[config.mk]
export PLATFORM = sky130hd
export DESIGN_NAME = stopwatch_ctrl
export DESIGN_NICKNAME = d
export VERILOG_FILES = /design/src/rtl/stopwatch_pkg.sv /design/src/rtl/stopwatch_ctrl_debounce.sv /design/src/rtl/stopwatch_ctrl.sv
export SDC_FILE = /design/constraint.sdc
export NUM_CORES = 1
export LEC_CHECK = 0
export ABC_CLOCK_PERIOD_IN_PS = 1500
export CAP_MARGIN = 10
export CORE_MARGIN = 5
export CORE_UTILIZATION = 50
export CTS_BUF_LIST = sky130_fd_sc_hd__clkbuf_8
export CTS_CLUSTER_DIAMETER = 50
export CTS_CLUSTER_SIZE = 24
export DETAILED_ROUTE_END_ITERATION = 8
export GPL_ROUTABILITY_DRIVEN = 1
export HOLD_SLACK_MARGIN = 0.12
export PLACE_DENSITY = 0.8
export SLEW_MARGIN = 20
export SYNTH_ARGS = -nofsm -noshare
export SYNTH_HDL_FRONTEND = slang
export SYNTH_SLANG_ARGS = --single-unit
[constraint.sdc]
create_clock -name clk -period 1.5 [get_ports clk]
set_clock_uncertainty 0.1 [all_clocks]
set_input_delay 0.45 -clock clk [delete_from_list [all_inputs] [get_ports clk]]
set_output_delay 0.45 -clock clk [all_outputs]
set_load 0.03 [all_outputs]
[src/rtl/stopwatch_pkg.sv]
// Shared types and default constants for the stopwatch button controller.
package stopwatch_pkg;

    typedef enum logic [1:0] {
        ST_IDLE  = 2'd0,
        ST_RUN   = 2'd1,
        ST_PAUSE = 2'd2
    } sw_state_t;

    localparam int DEF_DEBOUNCE_CYC  = 4;
    localparam int DEF_LONGPRESS_CYC = 16;
    localparam int DEF_MAX_LAPS      = 8;
    localparam int DEF_BUZZ_CYC      = 8;

    // Width of a counter that must hold values 0..max_val (never narrower than 1 bit).
    function automatic int cnt_width(input int max_val);
        return (max_val < 1) ? 1 : $clog2(max_val + 1);
    endfunction

endpackage

[src/rtl/stopwatch_ctrl_debounce.sv]
// btn_debounce: 2-flop synchronizer, stable-count debouncer and registered
// rising-edge press detector for one raw push-button.
module btn_debounce
    import stopwatch_pkg::*;
#(
    parameter int DEBOUNCE_CYC = DEF_DEBOUNCE_CYC
) (
    input  logic clk,
    input  logic reset,
    input  logic btn,
    output logic level,
    output logic press
);

    localparam int CW = cnt_width(DEBOUNCE_CYC);

    logic          r_sync0;
    logic          r_sync1;
    logic          r_level;
    logic          r_level_d;
    logic          r_press;
    logic [CW-1:0] r_cnt;

    // Bring the asynchronous button into the clock domain.
    always_ff @(posedge clk or negedge reset) begin
        if (!reset) begin
            r_sync0 <= 1'b0;
            r_sync1 <= 1'b0;
        end else begin
            r_sync0 <= btn;
            r_sync1 <= r_sync0;
        end
    end

    // Flip the debounced level only after DEBOUNCE_CYC consecutive disagreeing samples.
    always_ff @(posedge clk or negedge reset) begin
        if (!reset) begin
            r_level <= 1'b0;
            r_cnt   <= '0;
        end else if (r_sync1 == r_level) begin
            r_cnt <= '0;
        end else if (r_cnt == CW'(DEBOUNCE_CYC - 1)) begin
            r_level <= ~r_level;
            r_cnt   <= '0;
        end else begin
            r_cnt <= r_cnt + CW'(1);
        end
    end

    // One-cycle press event on each rising edge of the debounced level.
    always_ff @(posedge clk or negedge reset) begin
        if (!reset) begin
            r_level_d <= 1'b0;
            r_press   <= 1'b0;
        end else begin
            r_level_d <= r_level;
            r_press   <= r_level & ~r_level_d;
        end
    end

    assign level = r_level;
    assign press = r_press;

endmodule

[src/rtl/stopwatch_ctrl.sv]
// stopwatch_ctrl: debounced two-button IDLE/RUN/PAUSE sequencer driving the
// stopwatch reset/stop/record inputs, lap counter and ring-to-buzzer stretcher.
// Optional feature macro: STOPWATCH_CTRL_LONGPRESS_EN (long lr hold needed to
// reset from PAUSE; without it a single lr press resets immediately).
module stopwatch_ctrl
    import stopwatch_pkg::*;
#(
    parameter int DEBOUNCE_CYC  = DEF_DEBOUNCE_CYC,
    parameter int LONGPRESS_CYC = DEF_LONGPRESS_CYC,
    parameter int MAX_LAPS      = DEF_MAX_LAPS,
    parameter int BUZZ_CYC      = DEF_BUZZ_CYC
) (
    input  logic                           clk,
    input  logic                           reset,
    input  logic                           btn_ss,
    input  logic                           btn_lr,
    input  logic                           ring,
    output logic                           sw_reset,
    output logic                           sw_stop,
    output logic                           sw_record,
    output logic                           running,
    output logic [$clog2(MAX_LAPS+1)-1:0]  lap_cnt,
    output logic                           lap_full,
    output logic                           buzzer
);

    localparam int LW = $clog2(MAX_LAPS + 1);
    localparam int BW = cnt_width(BUZZ_CYC);

    logic          w_ss_level;
    logic          w_ss_press;
    logic          w_lr_level;
    logic          w_lr_press;
    logic          w_ring_rise;
    logic          w_pause_reset;
    logic          w_unused_cfg;

    sw_state_t     r_state;
    logic          r_sw_reset;
    logic          r_sw_stop;
    logic          r_sw_record;
    logic          r_running;
    logic [LW-1:0] r_lap_cnt;
    logic          r_lap_full;
    logic          r_ring_d;
    logic [BW-1:0] r_buzz_cnt;
    logic          r_buzzer;

    btn_debounce #(.DEBOUNCE_CYC(DEBOUNCE_CYC)) u_deb_ss (
        .clk   (clk),
        .reset (reset),
        .btn   (btn_ss),
        .level (w_ss_level),
        .press (w_ss_press)
    );

    btn_debounce #(.DEBOUNCE_CYC(DEBOUNCE_CYC)) u_deb_lr (
        .clk   (clk),
        .reset (reset),
        .btn   (btn_lr),
        .level (w_lr_level),
        .press (w_lr_press)
    );

`ifdef STOPWATCH_CTRL_LONGPRESS_EN
    localparam int HW = cnt_width(LONGPRESS_CYC);

    logic [HW-1:0] r_hold_cnt;

    // Count how long the lr level has been high; saturate so a hold fires only once.
    always_ff @(posedge clk or negedge reset) begin
        if (!reset) begin
            r_hold_cnt <= '0;
        end else if (!w_lr_level) begin
            r_hold_cnt <= '0;
        end else if (r_hold_cnt != HW'(LONGPRESS_CYC)) begin
            r_hold_cnt <= r_hold_cnt + HW'(1);
        end
    end

    assign w_pause_reset = w_lr_level && (r_hold_cnt == HW'(LONGPRESS_CYC - 1));
    assign w_unused_cfg  = w_ss_level ^ w_lr_press;
`else
    assign w_pause_reset = w_lr_press;
    assign w_unused_cfg  = w_ss_level ^ w_lr_level ^ (LONGPRESS_CYC > 0);
`endif

    // Main sequencer; every output is registered here. ss always beats lr.
    always_ff @(posedge clk or negedge reset) begin
        if (!reset) begin
            r_state     <= ST_IDLE;
            r_sw_reset  <= 1'b0;
            r_sw_stop   <= 1'b1;
            r_sw_record <= 1'b0;
            r_running   <= 1'b0;
            r_lap_cnt   <= '0;
            r_lap_full  <= 1'b0;
        end else begin
            r_sw_reset  <= 1'b0;
            r_sw_record <= 1'b0;
            case (r_state)
                ST_IDLE: begin
                    if (w_ss_press) begin
                        r_state   <= ST_RUN;
                        r_sw_stop <= 1'b0;
                        r_running <= 1'b1;
                    end
                end
                ST_RUN: begin
                    if (w_ss_press) begin
                        r_state   <= ST_PAUSE;
                        r_sw_stop <= 1'b1;
                        r_running <= 1'b0;
                    end else if (w_lr_press && !r_lap_full) begin
                        r_sw_record <= 1'b1;
                        r_lap_cnt   <= r_lap_cnt + LW'(1);
                        r_lap_full  <= (r_lap_cnt == LW'(MAX_LAPS - 1));
                    end
                end
                ST_PAUSE: begin
                    if (w_ss_press) begin
                        r_state   <= ST_RUN;
                        r_sw_stop <= 1'b0;
                        r_running <= 1'b1;
                    end else if (w_pause_reset) begin
                        r_state    <= ST_IDLE;
                        r_sw_reset <= 1'b1;
                        r_lap_cnt  <= '0;
                        r_lap_full <= 1'b0;
                    end
                end
                default: begin
                    r_state   <= ST_IDLE;
                    r_sw_stop <= 1'b1;
                    r_running <= 1'b0;
                end
            endcase
        end
    end

    assign w_ring_rise = ring & ~r_ring_d;

    // Stretch ring edges into a buzzer drive; button activity or a stopwatch reset silences it.
    always_ff @(posedge clk or negedge reset) begin
        if (!reset) begin
            r_ring_d   <= 1'b0;
            r_buzz_cnt <= '0;
            r_buzzer   <= 1'b0;
        end else begin
            r_ring_d <= ring;
            if (w_ss_press || w_lr_press || r_sw_reset) begin
                r_buzz_cnt <= '0;
                r_buzzer   <= 1'b0;
            end else if (w_ring_rise) begin
                r_buzz_cnt <= BW'(BUZZ_CYC);
                r_buzzer   <= (BUZZ_CYC > 0);
            end else if (r_buzz_cnt != '0) begin
                r_buzz_cnt <= r_buzz_cnt - BW'(1);
                r_buzzer   <= (r_buzz_cnt > BW'(1));
            end
        end
    end

    assign sw_reset  = r_sw_reset;
    assign sw_stop   = r_sw_stop;
    assign sw_record = r_sw_record;
    assign running   = r_running;
    assign lap_cnt   = r_lap_cnt;
    assign lap_full  = r_lap_full;
    assign buzzer    = r_buzzer;

endmodule

==> results by group, run 1 <==
Cells and area
  • Most common cell after layout, fill and taps aside: dfrtp_1
  • Share of layout cells above drive strength 1: 29.7%
  • Most frequent cells in the layout: dfrtp_1 (30), buf_4 (16), nor2_1 (9), o21ai_0 (7), clkbuf_8 (6)
  • Area growth syn-to-layout: 28.1%
  • Fillcell total: 212
  • Fin nets: 154
  • Antenna diodes: 0

Setup path
  • Crit-path max cell delay: 0.55 ns
  • R2r worst-path depth: 3
  • Slowest CP cell: dfstp_2
  • Crit end category: primary output
  • CP Max Fanout: 2
  • Crit path max-delay family: flip-flops
  • Reg2reg setup slack: 0.06 ns
  • Setup crit start kind: flop
  • Crit-path cells: buf_6
  • Critical path class: flop to primary output
  • Crit path buf inv count: 1
  • Worst Path Required: 0.95 ns
  • CP arrival: 0.95 ns
  • Crit path depth: 1

Hold path
  • Min-Delay Path Depth: 0
  • Worst min path class: flop to flop

Die
  • Core area: 2710 um^2
  • Die width: 62.6 um
  • Die area: 3910 um^2
  • Die Y: 62.6 um
  • Rows: 19
  • Num ports: 15
  • Starting density of the core: 51.0%

Routing
  • Routed length per placed instance: 13.8 um
  • Routed wire length: 2430 um
  • Initial DRC count: 78
  • Vias per cell: 5.45
  • DRC Markers: 0
  • ANT nets after route: 0
  • Initial DRT Pass Iterations: 4
  • Vias after detailed routing: 960

Timing
  • Min cycle time layout: 1.50 ns
  • Pins Over Slew Limit: 0
  • WHS: 0.256 ns
  • Max Freq: 0.665 GHz
  • Worst-margin pin slew: 0.308 ns
  • Final-report hold violation count: 0
  • Slew HR: 79.2%
  • Endpoints failing setup: 1
  • Setup ws final: -0.00433 ns
  • RSZ-0062 raised after global routing: true
  • Crit share post-route: 100%

Power and ir drop
  • Peak VDD IR: 2.01 mV
  • Sw frac: 35.7%
  • Power density over cell area: 2240 nW/um^2
  • Leak Pwr: 0.000803 uW
  • Overall Power: 3960 uW
  • Clock power share: 21.7%
  • Flop pwr share: 37.3%
  • Sw power: 1410 uW
  • Logic pwr share: 41.1%
  • Internal power: 2550 uW

Clock tree
  • Clock-pin slew on the worst setup and hold paths: 0.06 ns
  • # clock sinks: 33
  • Clock buffer depth: 2
  • Clock root buffer: clkbuf_8
  • CTS tree: yes
  • Clk_lat worst skew: 0.28 ns
  • Total CTS buffers: 5
  • CTS H-Tree Depth: 2

Yosys
  • Gate Count Post-Synth: 114
  • Syn nets: 124
  • Post-synth top flop: dfrtp_1
  • Yosys reg bits: 33
  • Sequential area share after synthesis: 59.9%
  • Post-Syn Area: 1380 um^2
  • Ys Warns: 0
  • Number of flops mapped to enable cells by yosys: 0
  • Async S/R FF share, synth: 100%
  • Post-synthesis cell type count: 35
  • Post-Syn Area per Cell: 12.1 um^2

Placement
  • Placer congestion estimate: 0.754
  • PortBufs: 14
  • Dpl hpwl: 1780 um

Global routing
  • First-pass GRT wire length: 4320 um
  • Total grt overflow: 0
  • Antenna violations before repair: 0
  • Global-route usage over all layers: 14.2%
  • Largest net degree at the start of global routing: 34
  • Vias in the first global route: 981

Run
  • Max Cap Viol: 0

Outcome
  • Outcome: complete, but fails checks
  • Violated checks: negative setup slack
## final timing paths
path                                      to              from
max                                  sw_stop           sw_stop
min                         u_deb_lr.r_sync1  u_deb_lr.r_sync0
max reg2reg                       lap_cnt[3]          lap_full
min reg2reg                 u_deb_lr.r_sync1  u_deb_lr.r_sync0
max in group asynchronous            sw_stop             reset
min in group asynchronous  u_deb_lr.r_cnt[1]             reset
## flip-flops by register name (all words and copies together) (netlist names)
register	count
u_deb_lr.r_cnt	3
running	1
r_buzz_cnt	4
lap_full	1
sw_record	1
u_deb_ss.r_sync0	1
u_deb_lr.press	1
u_deb_lr.r_level_d	1
u_deb_ss.press	1
sw_reset	1
u_deb_ss.r_cnt	3
sw_stop	1
u_deb_ss.r_sync1	1
u_deb_ss.r_level_d	1
u_deb_lr.r_sync0	1
u_deb_ss.level	1
r_state	2
r_ring_d	1
u_deb_lr.r_sync1	1
lap_cnt	4
u_deb_lr.level	1
buzzer	1
## routing by layer
layer / routed length (um) / part of all wire [%] / vias to the layer above / GRT usage [%]
met5: 0 / 0 / - / 0
met4: 27 / 1.1 / 0 / 6.37
met3: 131 / 5.4 / 4 / 6.47
met2: 1190 / 49 / 17 / 22.5
met1: 1080 / 44 / 480 / 16.2
li1: - / - / 459 / -
## metrics by stage
step	instance area, um^2	setup TNS, ns	std cells	util (%)	setup slack [ns]
floorplan	1390	0	114	-	0.00357
global placement	1610	0	166	59.2	0.0608
detailed placement	1610	-0.0331	166	59.2	-0.0331
CTS	1740	-0.0183	173	64.1	-0.0183
global route	1770	-0.0661	176	65.3	-0.0332
finish	1770	-0.00433	176	65.3	-0.00433
## cells by family after synthesis
| family | count (synthesis) | share of synthesized area [%] |
|---|---|---|
| AO/OA/AOI/OAI | 19 | 8.79 |
| XOR/XNOR | 3 | 1.90 |
| adder cells (fa/ha/maj) | 5 | 4.53 |
| buffers and inverters | 8 | 2.81 |
| flip-flops | 33 | 59.9 |
| multiplexers | 5 | 3.89 |
| AND/OR/NAND/NOR | 41 | 18.2 |
## timing repair
item                       CTS  global route
setup buffers                0             3
setup endpoints to repair    4             6
gates resized for setup      5             3
cloned                       0             0
hold buffers                 0             0
pin swaps                    0             0
## cell usage after synthesis, drive strengths merged, types with 2 or more instances
cell | number | share of area, %
o21ai | 7 | 2.5
buf | 2 | 1.2
o211ai | 2 | 1.1
a21oi | 2 | 0.72
nor3 | 3 | 1.1
nand2 | 4 | 1.1
mux2 | 3 | 2.4
xnor2 | 3 | 1.9
nand3 | 3 | 1.1
nor3b | 4 | 2.2
nor2b | 4 | 1.8
o21a | 2 | 1.1
mux2i | 2 | 1.4
dfrtp | 32 | 58
inv | 6 | 1.6
o31ai | 2 | 1.1
or4b | 2 | 1.4
nor2 | 9 | 2.4
ha | 5 | 4.5
nand2b | 5 | 2.8
## cell type report
type	count	area, um^2	area share, %
multi-input combinational	73	533	30.1
clock inverter	2	37.5	2.12
inverter	6	22.5	1.27
timing repair buffer	25	225	12.7
sequential	33	830	46.9
tap	31	38.8	2.19
clock buffer	6	82.6	4.67
## power groups by stage
stage	Clock [uW]	Combinational [uW]	Sequential (uW)
5_1_grt	921	1810	1520
6_report	859	1630	1480
2_1_floorplan	0	840	1630
3_3_place_gp	0	1450	1460
3_5_place_dp	0	1530	1480
4_1_cts	886	1560	1480
(Power assumes the default switching activity.)
==> run 2: changes to the inputs <==
Settings changed: CORE_UTILIZATION 50 to 38, PLACE_DENSITY 0.8 to 0.65.
==> results by group, run 2 (same netlist as run 1, synthesis figures left out) <==
Global routing
  • Vias in the first global route: 922 (was 981)
  • Total grt overflow: 0 (unchanged)
  • Largest net degree at the start of global routing: 34 (unchanged)
  • First-pass GRT wire length: 4130 um (was 4320 um)
  • Global-route usage over all layers: 10.9% (was 14.2%)
  • Antenna violations before repair: 0 (unchanged)

Clock tree
  • CTS tree: yes (unchanged)
  • Clock-pin slew on the worst setup and hold paths: 0.06 ns (about the same)
  • Clock root buffer: clkbuf_8 (unchanged)
  • Total CTS buffers: 5 (unchanged)
  • CTS hold repair buffers: 0 (unchanged)
  • Clock buffer depth: 2 (unchanged)
  • Clk_lat worst skew: 0.28 ns (about the same)
  • # clock sinks: 33 (unchanged)
  • CTS H-Tree Depth: 2 (unchanged)

Timing
  • Crit share post-route: 100% (about the same)
  • Final-report hold violation count: 0 (unchanged)
  • Slew HR: 80.0% (was 79.2%)
  • Pins Over Slew Limit: 0 (unchanged)
  • Min cycle time layout: 1.50 ns (about the same)
  • Worst-margin pin slew: 0.296 ns (was 0.308 ns)
  • Setup ws final: -0.000792 ns (was -0.00433 ns)
  • WHS: 0.252 ns (was 0.256 ns)
  • Endpoints failing setup: 1 (unchanged)
  • RSZ-0062 raised after global routing: true (unchanged)
  • Max Freq: 0.666 GHz (was 0.665 GHz)

Die
  • Die area: 4940 um^2 (was 3910 um^2)
  • Core area: 3580 um^2 (was 2710 um^2)
  • Die Y: 70.3 um (was 62.6 um)
  • Rows: 22 (was 19)
  • Starting density of the core: 38.6% (was 51.0%)
  • Num ports: 15 (unchanged)
  • Die width: 70.3 um (was 62.6 um)

Power and ir drop
  • Clock power share: 21.9% (was 21.7%)
  • Sw frac: 35.6% (was 35.7%)
  • Peak VDD IR: 0.983 mV (was 2.01 mV)
  • Power density over cell area: 2190 nW/um^2 (was 2240 nW/um^2)
  • Internal power: 2470 uW (was 2550 uW)
  • Leak Pwr: 0.000785 uW (was 0.000803 uW)
  • Logic pwr share: 39.2% (was 41.1%)
  • Flop pwr share: 38.9% (was 37.3%)
  • Sw power: 1360 uW (was 1410 uW)

Outcome
  • Violated checks: negative setup slack (unchanged)
  • Outcome: complete, but fails checks (unchanged)

Cells and area
  • Share of layout cells above drive strength 1: 27.5% (was 29.7%)
  • Area growth syn-to-layout: 27.0% (was 28.1%)
  • Fin cells: 190 (was 176)
  • Antenna diodes: 0 (unchanged)
  • Fin nets: 151 (was 154)
  • Design area: 1750 um^2 (was 1770 um^2)
  • Most common cell after layout, fill and taps aside: dfrtp_1 (unchanged)
  • Most frequent cells in the layout: dfrtp_1 (29), buf_4 (14), nor2_1 (9), o21ai_0 (7) (was dfrtp_1 (30), buf_4 (16), nor2_1 (9), o21ai_0 (7), clkbuf_8 (6))

Setup path
  • Crit-path max cell delay: 0.54 ns (was 0.55 ns)
  • CP arrival: 0.95 ns (about the same)
  • Crit path buf inv count: 1 (unchanged)
  • Critical path class: flop to primary output (unchanged)
  • Crit path max-delay family: flip-flops (unchanged)
  • Worst Path Required: 0.95 ns (about the same)
  • Setup crit start kind: flop (unchanged)
  • CP Max Fanout: 2 (unchanged)
  • Crit-path cells: buf_6 (unchanged)
  • Slowest CP cell: dfstp_2 (unchanged)
  • Crit end category: primary output (unchanged)

Placement
  • PortBufs: 14 (unchanged)
  • Dpl hpwl: 1630 um (was 1780 um)
  • DP Area: 1610 um^2 (about the same)
  • Placer congestion estimate: 0.791 (was 0.754)
  • Dpl cells: 181 (was 166)

Routing
  • Vias per cell: 4.90 (was 5.45)
  • Initial DRC count: 38 (was 78)
  • DRC Markers: 0 (unchanged)
  • Vias after detailed routing: 931 (was 960)
  • ANT nets after route: 0 (unchanged)
  • Routed length per placed instance: 12.1 um (was 13.8 um)
  • Routed wire length: 2290 um (was 2430 um)
  • Initial DRT Pass Iterations: 4 (unchanged)

Run
  • Max Cap Viol: 0 (unchanged)

Hold path
  • Worst min path class: flop to flop (unchanged)
[run 2: cell count changes in the layout (fill, tap and decap cells not counted)]
cell	change
xnor2_1	+1
buf_6	-1
dfrtp_1	-1
inv_1	+1
dfrtp_2	+1
buf_4	-2
clkinvlp_4	-1
xnor2_2	-1
[run 2: final timing paths]
path                                   from               end  slack [ns]  cells after the start
min in group asynchronous             reset        lap_cnt[2]        0.43                      2
hold reg to reg            u_deb_lr.r_sync0  u_deb_lr.r_sync1        0.25                      0
setup reg to reg                   lap_full        lap_cnt[3]        0.04                      3
setup / recovery                    sw_stop           sw_stop     -0.0008                      1
max in group asynchronous             reset           sw_stop        0.63                      2
hold / removal             u_deb_lr.r_sync0  u_deb_lr.r_sync1        0.25                      0
[run 2: timing repair]
item                       in CTS  in global routing
setup endpoints to repair       3                  6
setup buffers                   1                  0
gates resized for setup         4                  3
[run 2: per-layer routing]
| layer | vias to the layer above | global-route usage, % | share of wire [%] |
|---|---|---|---|
| met2 | 25 | 16.1 | 49 |
| li1 | 452 | - | - |
| met1 | 448 | 13.4 | 43 |
| met5 | - | 0 | 0 |
| met4 | 0 | 4.47 | 2.1 |
| met3 | 6 | 5.32 | 6.6 |
[run 2: per-stage QoR]
stage	TNS [ns]	util (%)	setup slack, ns	power (uW)
2_1_floorplan	0	-	0.00357	2470
3_3_place_gp	0	45.0	0.0666	2900
3_5_place_dp	-0.00186	45.0	-0.00186	2950
4_1_cts	-0.0169	49.0	-0.0169	3870
5_1_grt	-0.0743	49.0	-0.0412	4130
6_report	-0.000792	49.0	-0.000792	3840
[run 2: final cells by class]
| cell class | instances | area, um^2 |
|---|---|---|
| sequential | 33 | 831 |
| fill | 330 | 1820 |
| clock inverter | 2 | 33.8 |
| inverter | 6 | 22.5 |
| multi-input combinational | 73 | 526 |
| timing repair buffer | 22 | 199 |
| clock buffer | 6 | 82.6 |
| tap | 48 | 60.1 |
[run 2: power groups by stage]
stage | clock network (uW) | registers (uW) | logic (uW)
6_report | 841 | 1490 | 1500
3_3_place_gp | 0 | 1480 | 1420
3_5_place_dp | 0 | 1490 | 1460
4_1_cts | 868 | 1480 | 1520
2_1_floorplan | 0 | 1630 | 840
5_1_grt | 910 | 1550 | 1670
